### config.mk
export PLATFORM = sky130hd
export DESIGN_NAME = tlb_req_arbiter
export DESIGN_NICKNAME = d
export VERILOG_FILES = /design/src/rtl/tlb_req_arbiter.sv
export SDC_FILE = /design/constraint.sdc
export NUM_CORES = 1
export LEC_CHECK = 0
export CAP_MARGIN = 20
export CORE_UTILIZATION = 30
export CTS_BUF_LIST = sky130_fd_sc_hd__clkbuf_4 sky130_fd_sc_hd__clkbuf_8
export CTS_CLUSTER_SIZE = 8
export DETAILED_ROUTE_END_ITERATION = 8
export GPL_ROUTABILITY_DRIVEN = 1
export GPL_TIMING_DRIVEN = 0
export HOLD_SLACK_MARGIN = 0.08
export PLACE_DENSITY_LB_ADDON = 0.12
export SLEW_MARGIN = 10
export SYNTH_ARGS = -nofsm -noshare
export SYNTH_HDL_FRONTEND = slang
export SYNTH_SLANG_ARGS = --single-unit
### constraint.sdc
create_clock -name clk -period 2.43 [get_ports clk]
set_input_delay 0.486 -clock clk [delete_from_list [all_inputs] [get_ports clk]]
set_output_delay 0.486 -clock clk [all_outputs]
set_load 0.05 [all_outputs]
### src/rtl/tlb_req_arbiter.sv
// Round-robin arbiter sharing one TLB translation port between NUM_REQ requesters.
// One transaction in flight; a response watchdog forces a fault if the TLB stalls.
module tlb_req_arbiter #(
  parameter int NUM_REQ        = 2,
  parameter int TIMEOUT_CYCLES = 255,
  parameter int IDX_W          = $clog2(NUM_REQ)
) (
  input  logic                    clk,
  input  logic                    rst_n,
  input  logic [NUM_REQ-1:0]      req_valid_i,
  output logic [NUM_REQ-1:0]      req_ready_o,
  input  logic [32*NUM_REQ-1:0]   vaddr_i,
  input  logic [NUM_REQ-1:0]      access_type_i,
  output logic [NUM_REQ-1:0]      resp_valid_o,
  input  logic [NUM_REQ-1:0]      resp_ready_i,
  output logic [31:0]             paddr_o,
  output logic                    hit_o,
  output logic                    fault_o,
  output logic                    tlb_req_valid_o,
  input  logic                    tlb_req_ready_i,
  output logic [31:0]             tlb_vaddr_o,
  output logic                    tlb_access_type_o,
  input  logic                    tlb_resp_valid_i,
  output logic                    tlb_resp_ready_o,
  input  logic [31:0]             tlb_paddr_i,
  input  logic                    tlb_hit_i,
  input  logic                    tlb_fault_i,
  output logic [IDX_W-1:0]        grant_idx_o,
  output logic                    timeout_o,
  output logic [1:0]              state_o
);

  // Handshakes: a transfer happens on a rising clk edge where valid and ready are
  // both 1. A valid source keeps valid and payload stable until the transfer.

  typedef enum logic [1:0] {
    IDLE      = 2'd0,
    ISSUE     = 2'd1,
    WAIT_RESP = 2'd2,
    DELIVER   = 2'd3
  } state_e;

  localparam int CNT_W = (TIMEOUT_CYCLES > 1) ? $clog2(TIMEOUT_CYCLES) : 1;
  localparam logic [CNT_W-1:0] CNT_LAST =
    CNT_W'((TIMEOUT_CYCLES > 0) ? (TIMEOUT_CYCLES - 1) : 0);

  state_e             state_q, state_d;
  logic [IDX_W-1:0]   rr_ptr_q, rr_ptr_d;
  logic [IDX_W-1:0]   grant_q, grant_d;
  logic [31:0]        vaddr_q, vaddr_d;
  logic               type_q, type_d;
  logic [31:0]        paddr_q, paddr_d;
  logic               hit_q, hit_d;
  logic               fault_q, fault_d;
  logic               timeout_q, timeout_d;
  logic [CNT_W-1:0]   cnt_q, cnt_d;

  logic               gnt_found;
  logic [IDX_W-1:0]   gnt_idx;
  logic [IDX_W-1:0]   cand;

  logic [NUM_REQ-1:0] req_ready_c;
  logic [NUM_REQ-1:0] resp_valid_c;
  logic               tlb_req_valid_c;
  logic               tlb_resp_ready_c;

  // First valid requester at or after rr_ptr, wrapping modulo NUM_REQ.
  always_comb begin
    gnt_found = 1'b0;
    gnt_idx   = '0;
    cand      = '0;
    for (int k = 0; k < NUM_REQ; k++) begin
      cand = IDX_W'((int'(rr_ptr_q) + k) % NUM_REQ);
      if (!gnt_found && req_valid_i[cand]) begin
        gnt_found = 1'b1;
        gnt_idx   = cand;
      end
    end
  end

  always_comb begin
    state_d          = state_q;
    rr_ptr_d         = rr_ptr_q;
    grant_d          = grant_q;
    vaddr_d          = vaddr_q;
    type_d           = type_q;
    paddr_d          = paddr_q;
    hit_d            = hit_q;
    fault_d          = fault_q;
    timeout_d        = timeout_q;
    cnt_d            = cnt_q;
    req_ready_c      = '0;
    resp_valid_c     = '0;
    tlb_req_valid_c  = 1'b0;
    tlb_resp_ready_c = 1'b0;

    case (state_q)
      IDLE: begin
        // Late responses from a timed-out transaction are drained here.
        tlb_resp_ready_c = 1'b1;
        if (gnt_found) begin
          req_ready_c[gnt_idx] = 1'b1;
          vaddr_d              = vaddr_i[32*int'(gnt_idx) +: 32];
          type_d               = access_type_i[gnt_idx];
          grant_d              = gnt_idx;
          state_d              = ISSUE;
        end
      end

      ISSUE: begin
        tlb_req_valid_c = 1'b1;
        if (tlb_req_ready_i) begin
          cnt_d   = '0;
          state_d = WAIT_RESP;
        end
      end

      WAIT_RESP: begin
        tlb_resp_ready_c = 1'b1;
        if (tlb_resp_valid_i) begin
          // A real response beats a watchdog expiry in the same cycle.
          paddr_d = tlb_paddr_i;
          hit_d   = tlb_hit_i;
          fault_d = tlb_fault_i;
          state_d = DELIVER;
        end else if ((TIMEOUT_CYCLES != 0) && (cnt_q == CNT_LAST)) begin
          paddr_d   = '0;
          hit_d     = 1'b0;
          fault_d   = 1'b1;
          timeout_d = 1'b1;
          state_d   = DELIVER;
        end else begin
          cnt_d = cnt_q + 1'b1;
        end
      end

      DELIVER: begin
        tlb_resp_ready_c      = 1'b1;
        resp_valid_c[grant_q] = 1'b1;
        if (resp_ready_i[grant_q]) begin
          if (int'(grant_q) == NUM_REQ - 1) begin
            rr_ptr_d = '0;
          end else begin
            rr_ptr_d = grant_q + 1'b1;
          end
          state_d = IDLE;
        end
      end

      default: begin
        state_d = IDLE;
      end
    endcase
  end

  always_ff @(posedge clk or negedge rst_n) begin
    if (!rst_n) begin
      state_q   <= IDLE;
      rr_ptr_q  <= '0;
      grant_q   <= '0;
      vaddr_q   <= '0;
      type_q    <= 1'b0;
      paddr_q   <= '0;
      hit_q     <= 1'b0;
      fault_q   <= 1'b0;
      timeout_q <= 1'b0;
      cnt_q     <= '0;
    end else begin
      state_q   <= state_d;
      rr_ptr_q  <= rr_ptr_d;
      grant_q   <= grant_d;
      vaddr_q   <= vaddr_d;
      type_q    <= type_d;
      paddr_q   <= paddr_d;
      hit_q     <= hit_d;
      fault_q   <= fault_d;
      timeout_q <= timeout_d;
      cnt_q     <= cnt_d;
    end
  end

  // Handshake outputs are forced low while reset is asserted, even in IDLE.
  assign req_ready_o      = req_ready_c  & {NUM_REQ{rst_n}};
  assign resp_valid_o     = resp_valid_c & {NUM_REQ{rst_n}};
  assign tlb_req_valid_o  = tlb_req_valid_c  & rst_n;
  assign tlb_resp_ready_o = tlb_resp_ready_c & rst_n;

  assign tlb_vaddr_o       = vaddr_q;
  assign tlb_access_type_o = type_q;
  assign paddr_o           = paddr_q;
  assign hit_o             = hit_q;
  assign fault_o           = fault_q;
  assign grant_idx_o       = grant_q;
  assign timeout_o         = timeout_q;
  assign state_o           = state_q;

`ifndef SYNTHESIS
  a_req_ready_onehot: assert property (@(posedge clk) disable iff (!rst_n)
    $onehot0(req_ready_o));

  a_resp_valid_onehot: assert property (@(posedge clk) disable iff (!rst_n)
    $onehot0(resp_valid_o));

  a_issue_stable: assert property (@(posedge clk) disable iff (!rst_n)
    (tlb_req_valid_o && !tlb_req_ready_i) |=>
      (tlb_req_valid_o && $stable(tlb_vaddr_o) && $stable(tlb_access_type_o)));

  a_deliver_stable: assert property (@(posedge clk) disable iff (!rst_n)
    ((|resp_valid_o) && !resp_ready_i[grant_idx_o]) |=>
      ((resp_valid_o == $past(resp_valid_o)) && $stable({paddr_o, hit_o, fault_o})));
`endif

endmodule

==> results of run 1 <==
## logic make-up after synthesis
family	count (synthesis)
and+or+nand+nor	102
AOI/OAI and AO/OA	87
DFF	80
buffers and inverters	27
muxes	16
adders and majority gates	7
## path summary, 6_finish.rpt
path | end | start | depth (start not counted) | slack, ps
max reg2reg | state_o[1]$_DFFE_PN0P_ | cnt_q[0]$_DFFE_PN0P_ | 6 | 560
min in group clk | tlb_vaddr_o[18]$_DFFE_PN0P_ | tlb_vaddr_o[18]$_DFFE_PN0P_ | 2 | 470
min | paddr_o[12]$_DFFE_PN0P_ | rst_n | 2 | 150
max | req_ready_o[1] | req_valid_i[0] | 5 | 120
min reg2reg | tlb_vaddr_o[18]$_DFFE_PN0P_ | tlb_vaddr_o[18]$_DFFE_PN0P_ | 2 | 470
max in group asynchronous | tlb_vaddr_o[16]$_DFFE_PN0P_ | rst_n | 2 | 2040
## routing by layer
layer	routed length [um]	share of wire	GRT usage
met2	5210	0.50	0.291
met5	0	0	0
met4	152	0.014	0.0720
met3	443	0.042	0.0417
met1	4680	0.45	0.220
## worst max-delay path: stages
cell,delay [ps]
clkdlybuf4s50_1,500
nand2b_1,110
and3_1,240
and2_1,160
clkdlybuf4s15_2,330
## layout by cell type, fill, tap and decap left out, drive strengths merged, types with 2 or more instances in the layout
cell,synthesis,routed
nor2b,4,4
mux2i,15,15
bufinv,0,2
nor3,2,2
nand2,61,61
ha,7,7
and3,5,5
clkinv,0,2
nor2,8,8
nand2b,3,3
a32o,5,5
nand3,9,9
dfrtp,80,80
dlygate4sd2,0,4
a22oi,20,20
clkbuf,11,20
and2,5,5
a22o,33,33
nand4,3,3
clkdlybuf4s50,0,177
o21ai,21,21
buf,8,15
inv,7,7
a21oi,3,3
## power breakdown
part	leakage, uW	switching (uW)	internal [uW]	total (uW)
sequential	0.00100	342	1920	2260
combinational	0.00152	3240	1800	5040
clock	0.000108	476	601	1080
## metrics by stage
step	setup TNS [ps]	util	power [uW]	hold slack, ps	setup slack, ps
6_report	0	0.511	8380	149	118
3_3_place_gp	-199170	0.485	7260	452	-3220
3_5_place_dp	-1830	0.487	7330	455	-934
2_1_floorplan	0	-	5550	190	70.1
5_1_grt	0	0.511	8840	154	4.65
4_1_cts	0	0.510	8480	138	14.9
## registers in the layout, summed over array words and instances (netlist names)
| register | flops |
|---|---|
| tlb_vaddr_o | 32 |
| tlb_access_type_o | 1 |
| state_o | 2 |
| hit_o | 1 |
| grant_idx_o | 1 |
| cnt_q | 8 |
| rr_ptr_q | 1 |
| paddr_o | 32 |
| timeout_o | 1 |
| fault_o | 1 |
## what timing repair did
| action | CTS | global route |
|---|---|---|
| gates resized for setup | 23 | 1 |
| setup buffers | 0 | 2 |
| endpoints found under the hold margin | 45 | 0 |
| hold buffers | 1 | 0 |
| pin swaps | 0 | 0 |
| setup endpoints to repair | 6 | 1 |
## cell type report
cell class	count	area, um^2	area share
Tap cell	143	179	0.0305
Multi-Input combinational cell	212	1410	0.240
Buffer	20	124	0.0211
Clock buffer	10	138	0.0235
Sequential cell	80	2000	0.342
Clock inverter	5	81.3	0.0139
Timing Repair Buffer	188	1900	0.325
Inverter	7	26.3	0.00448
==> summary.txt, run 1 <==
Die
  – Full die area: 0.0122 mm^2
  – Initial Utilization: 0.309
  – Total I/O pin count: 185
  – Die Wd: 111 um
  – Die Ht: 111 um
  – Site row count: 39
  – Core Area: 0.0115 mm^2

Synthesis
  – Synth top area share: 0.566
  – Gate Count Post-Synth: 319
  – Cell taking the most area after synthesis: dfrtp_1
  – Area contributors post-synth: dfrtp_1 (57%), a22o_1 (8.2%), nand2_1 (6.5%)
  – XOR/XNOR Fraction of Synth Area: 0
  – Avg Cell Area, Syn: 11.1 um^2
  – Cell Area, Synth: 0.00354 mm^2
  – Synthesized flop and latch total: 80
  – Simple-Gate Fraction of Synth Area: 0.133
  – Most instantiated cells after synthesis: dfrtp_1 (80), nand2_1 (61), a22o_1 (33), a22oi_1 (20), o21ai_0 (19)
  – Mapped Nets: 434
  – Synth cell types: 36
  – EDFF count, synth: 0
  – Post-synthesis async set-or-reset flop share: 1.00
  – Synth Area in Adders: 0.0247
  – Yosys warnings: 0
  – Seq/Total Area, Yosys: 0.566
  – Most numerous cell in the Yosys netlist: dfrtp_1
  – Multiplexer share of the synthesized area: 0.0456
  – Largest family of logic cells by synthesized area: compound AO/OA/AOI/OAI gates
  – Synth Area in Compound Gates: 0.192
  – Synth Flop Type: dfrtp_1

Pwr
  – Peak VDD IR: 0.000736 V
  – Power Density: 1430 mW/mm^2
  – Static Leak: 0.00263 uW

Final layout
  – Final #Nets: 633
  – Syn-to-layout area delta: 65.5%
  – Finished layout cell area: 0.00586 mm^2
  – Ratio of cells with drive above 1 in the final layout: 0.0843
  – # fillers: 1085
  – Final Non-Filler Cells: 665
  – # diodes: 0

Detailed routing
  – Detailed-route DRC error count: 0
  – TritonRoute pass-1 iters: 4
  – Avg Vias per Cell: 4.78
  – Remaining antenna violation count: 0
  – Routed WL: 10500 um
  – Drt wl/cell: 15.8 um
  – Vias: 3179
  – Drt initial violations: 126

Clock network
  – H-tree Lvls: 3
  – CTS tree: built
  – Clock Sinks: 80
  – TritonCTS buffer count: 9
  – Clk Tree Root Cell: clkbuf_8
  – Clk buf depth: 2
  – Clock transition at the registers of the reported paths: 80 ps
  – Clock Latency Late Sink: 360 ps

Worst setup path
  – Critical Path AT: 1830 ps
  – Worst setup SP type: input pin
  – Critical Path End Type: output port
  – Worst Path Max Fanout: 4
  – Worst path required time: 1940 ps
  – Worst Setup Path Type: input pin to output port

STA
  – Worst slew margin: 0.640
  – Max-slew violations: 0
  – Tcrit/Tclk final: 0.952
  – Max Fclk: 0.432 GHz
  – Fin. Hold Viols: 0
  – Post-route minimum period: 2310 ps
  – RSZ-0062 raised after global routing: false
  – Worst Max-Slew Pin Slew: 538 ps
  – Clock skew: 11.4 ps
  – Final number of setup-violating endpoints: 0

Placed design
  – Port Buf Inserts: 184
  – Post-detail-place hpwl: 7760 um
  – Placer congestion estimate: 0.745
  – DP Cell Count: 647
  – Placed cell area: 0.00558 mm^2

Job
  – Max-cap violations: 0

Min path
  – HP Class: input pin to asynchronous set/reset pin

Global routing
  – Total grt overflow: 0
  – Largest net degree at the start of global routing: 46
  – Via count of the first global-routing pass: 3224
  – First-pass GRT wire length: 16900 um
  – GRT Overall Usage: 0.176
  – Initial antenna violation count: 0

Status
  – Status: completed
Note: power is estimated with default switching activity, not from simulation.
==> run 2: changes to the inputs <==
--- a/config.mk
+++ b/config.mk
@@ -18,3 +18,4 @@
 export SYNTH_ARGS = -nofsm -noshare
 export SYNTH_HDL_FRONTEND = slang
 export SYNTH_SLANG_ARGS = --single-unit
+export TNS_END_PERCENT = 1
==> summary.txt, run 2 (synthesis results as in run 1) <==
Final layout
  – Final #Nets: 634
  – # fillers: 1083
  – Syn-to-layout area delta: 65.7%
  – FF+latch area: 0.00200 mm^2
  – Commonest non-fill, non-tap cell in the layout: clkdlybuf4s50_1
  – Most frequent cells in the layout: clkdlybuf4s50_1 (177), dfrtp_1 (80), nand2_1 (61), a22o_1 (33), a22oi_1 (20)
  – Ratio of cells with drive above 1 in the final layout: 0.0841
  – Final design utilization: 0.512
  – Final Non-Filler Cells: 666
  – Area of the multi-input gates: 0.00141 mm^2
  – # diodes: 0

Placed design
  – DP Worst Slack: -934 ps
  – Placer congestion estimate: 0.745
  – DP Cell Count: 647
  – Port Buf Inserts: 184
  – Post-detail-place hpwl: 7760 um

Clock network
  – CTS tree: built
  – H-tree Lvls: 3
  – Clk Tree Root Cell: clkbuf_8
  – TritonCTS buffer count: 9
  – Clk buf depth: 2
  – Clock Sinks: 80
  – Clock Latency Late Sink: 360 ps
  – Clock transition at the registers of the reported paths: 80 ps

Min path
  – HP Class: input pin to asynchronous set/reset pin

Die
  – Site row count: 39
  – Full die area: 0.0122 mm^2
  – Initial Utilization: 0.309
  – Total I/O pin count: 185
  – Core Area: 0.0115 mm^2
  – Die Wd: 111 um
  – Die Ht: 111 um

Detailed routing
  – Vias: 3185
  – Avg Vias per Cell: 4.78
  – Remaining antenna violation count: 0
  – Detailed-route DRC error count: 0
  – TritonRoute pass-1 iters: 4
  – Drt initial violations: 138
  – Routed WL: 10500 um
  – Drt wl/cell: 15.8 um

Global routing
  – Total grt overflow: 0
  – Via count of the first global-routing pass: 3224
  – GRT Overall Usage: 0.176
  – Largest net degree at the start of global routing: 46
  – First-pass GRT wire length: 16900 um
  – Initial antenna violation count: 0

Pwr
  – Net switching power: 4070 uW
  – Power Density: 1430 mW/mm^2
  – Sw frac: 0.484
  – Comb pwr share: 0.604
  – Static Leak: 0.00264 uW
  – Int Power: 4340 uW
  – Sequential share of power: 0.268
  – Peak VDD IR: 0.000736 V
  – Clock network fraction of total power: 0.128

Worst setup path
  – Critical Path End Type: output port
  – Worst Path Max Fanout: 10
  – Reg2Reg Setup Slack: 560 ps
  – Worst Setup Path Type: register to output port
  – Worst setup SP type: register
  – Critical Path AT: 1840 ps
  – Worst path required time: 1940 ps

STA
  – Total negative slack: 0 ps
  – Final worst slack: 106 ps
  – Worst Max-Slew Pin Slew: 538 ps
  – Final number of setup-violating endpoints: 0
  – Tcrit/Tclk final: 0.956
  – Fin. Hold Viols: 0
  – Post-route minimum period: 2320 ps
  – Clock skew: 11.5 ps
  – Max-slew violations: 0
  – Worst slew margin: 0.640
  – Max Fclk: 0.430 GHz

Status
  – Status: completed

Job
  – Max-cap violations: 0
run 2: changes by cell type in the layout (fill, tap and decap cells not counted):
cell / change
buf_4: +1
inv_1: +1
inv_2: -1
run 2: routing by layer:
layer  share of wire  GRT usage
met1            0.45      0.220
met2            0.50      0.291
met3           0.042     0.0417
met4           0.014     0.0720
met5               0          0
run 2: timing repair:
| action | CTS | global route |
|---|---|---|
| setup endpoints to repair | 6 | 2 |
| resized for setup | 18 | 5 |
| hold buffers | 1 | 0 |
| buffers inserted | 0 | 3 |
| endpoints found under the hold margin | 45 | 0 |
run 2: stage by stage:
| step | hold slack, ps | cell area [um^2] | power, uW |
|---|---|---|---|
| after floorplan | 190 | 3540 | 5550 |
| after global placement | 452 | 5560 | 7260 |
| after detailed placement | 455 | 5580 | 7330 |
| after CTS | 138 | 5840 | 8470 |
| after global routing | 154 | 5870 | 8860 |
| final | 152 | 5870 | 8400 |
run 2: final timing paths:
path                                                  start                           to  cells past startpoint
worst max register to register         cnt_q[0]$_DFFE_PN0P_       state_o[1]$_DFFE_PN0P_                      6
worst min-delay path                                  rst_n      paddr_o[12]$_DFFE_PN0P_                      2
worst min register to register  tlb_vaddr_o[18]$_DFFE_PN0P_  tlb_vaddr_o[18]$_DFFE_PN0P_                      2
max in group asynchronous                             rst_n  tlb_vaddr_o[10]$_DFFE_PN0P_                      2
worst max-delay path                 state_o[1]$_DFFE_PN0P_               req_ready_o[0]                      7
min in group clk                tlb_vaddr_o[18]$_DFFE_PN0P_  tlb_vaddr_o[18]$_DFFE_PN0P_                      2
run 2: power groups by stage:
stage	combinational (uW)	clock, uW	sequential, uW
global placement	5000	0	2260
CTS	5080	1130	2260
global route	5360	1170	2330
finish	5070	1080	2250
floorplan	1350	0	4190
detailed placement	5050	0	2280
run 2: critical path: stages, from the launching register on:
cell and delay, ps:
dfrtp_1 410, inv_1 110, ha_2 210, o21ai_1 110, a21oi_2 180, buf_8 160, and2_2 150, buf_6 150
run 2: cell type report:
type                       instances  share of cell area
clock inverter                     5              0.0139
timing repair buffer             189               0.326
sequential                        80               0.341
inverter                           7             0.00448
buffer                            20              0.0211
tap                              143              0.0305
multi-input combinational        212               0.240
clock buffer                      10              0.0235
==> run 3: changes to the inputs <==
--- a/config.mk
+++ b/config.mk
@@ -5,6 +5,7 @@
 export SDC_FILE = /design/constraint.sdc
 export NUM_CORES = 1
 export LEC_CHECK = 0
+export ABC_CLOCK_PERIOD_IN_PS = 2430
 export CAP_MARGIN = 20
 export CORE_UTILIZATION = 30
 export CTS_BUF_LIST = sky130_fd_sc_hd__clkbuf_4 sky130_fd_sc_hd__clkbuf_8
==> results of run 3 <==
No change in the layout: final DEF, timing and power equal those of run 2.
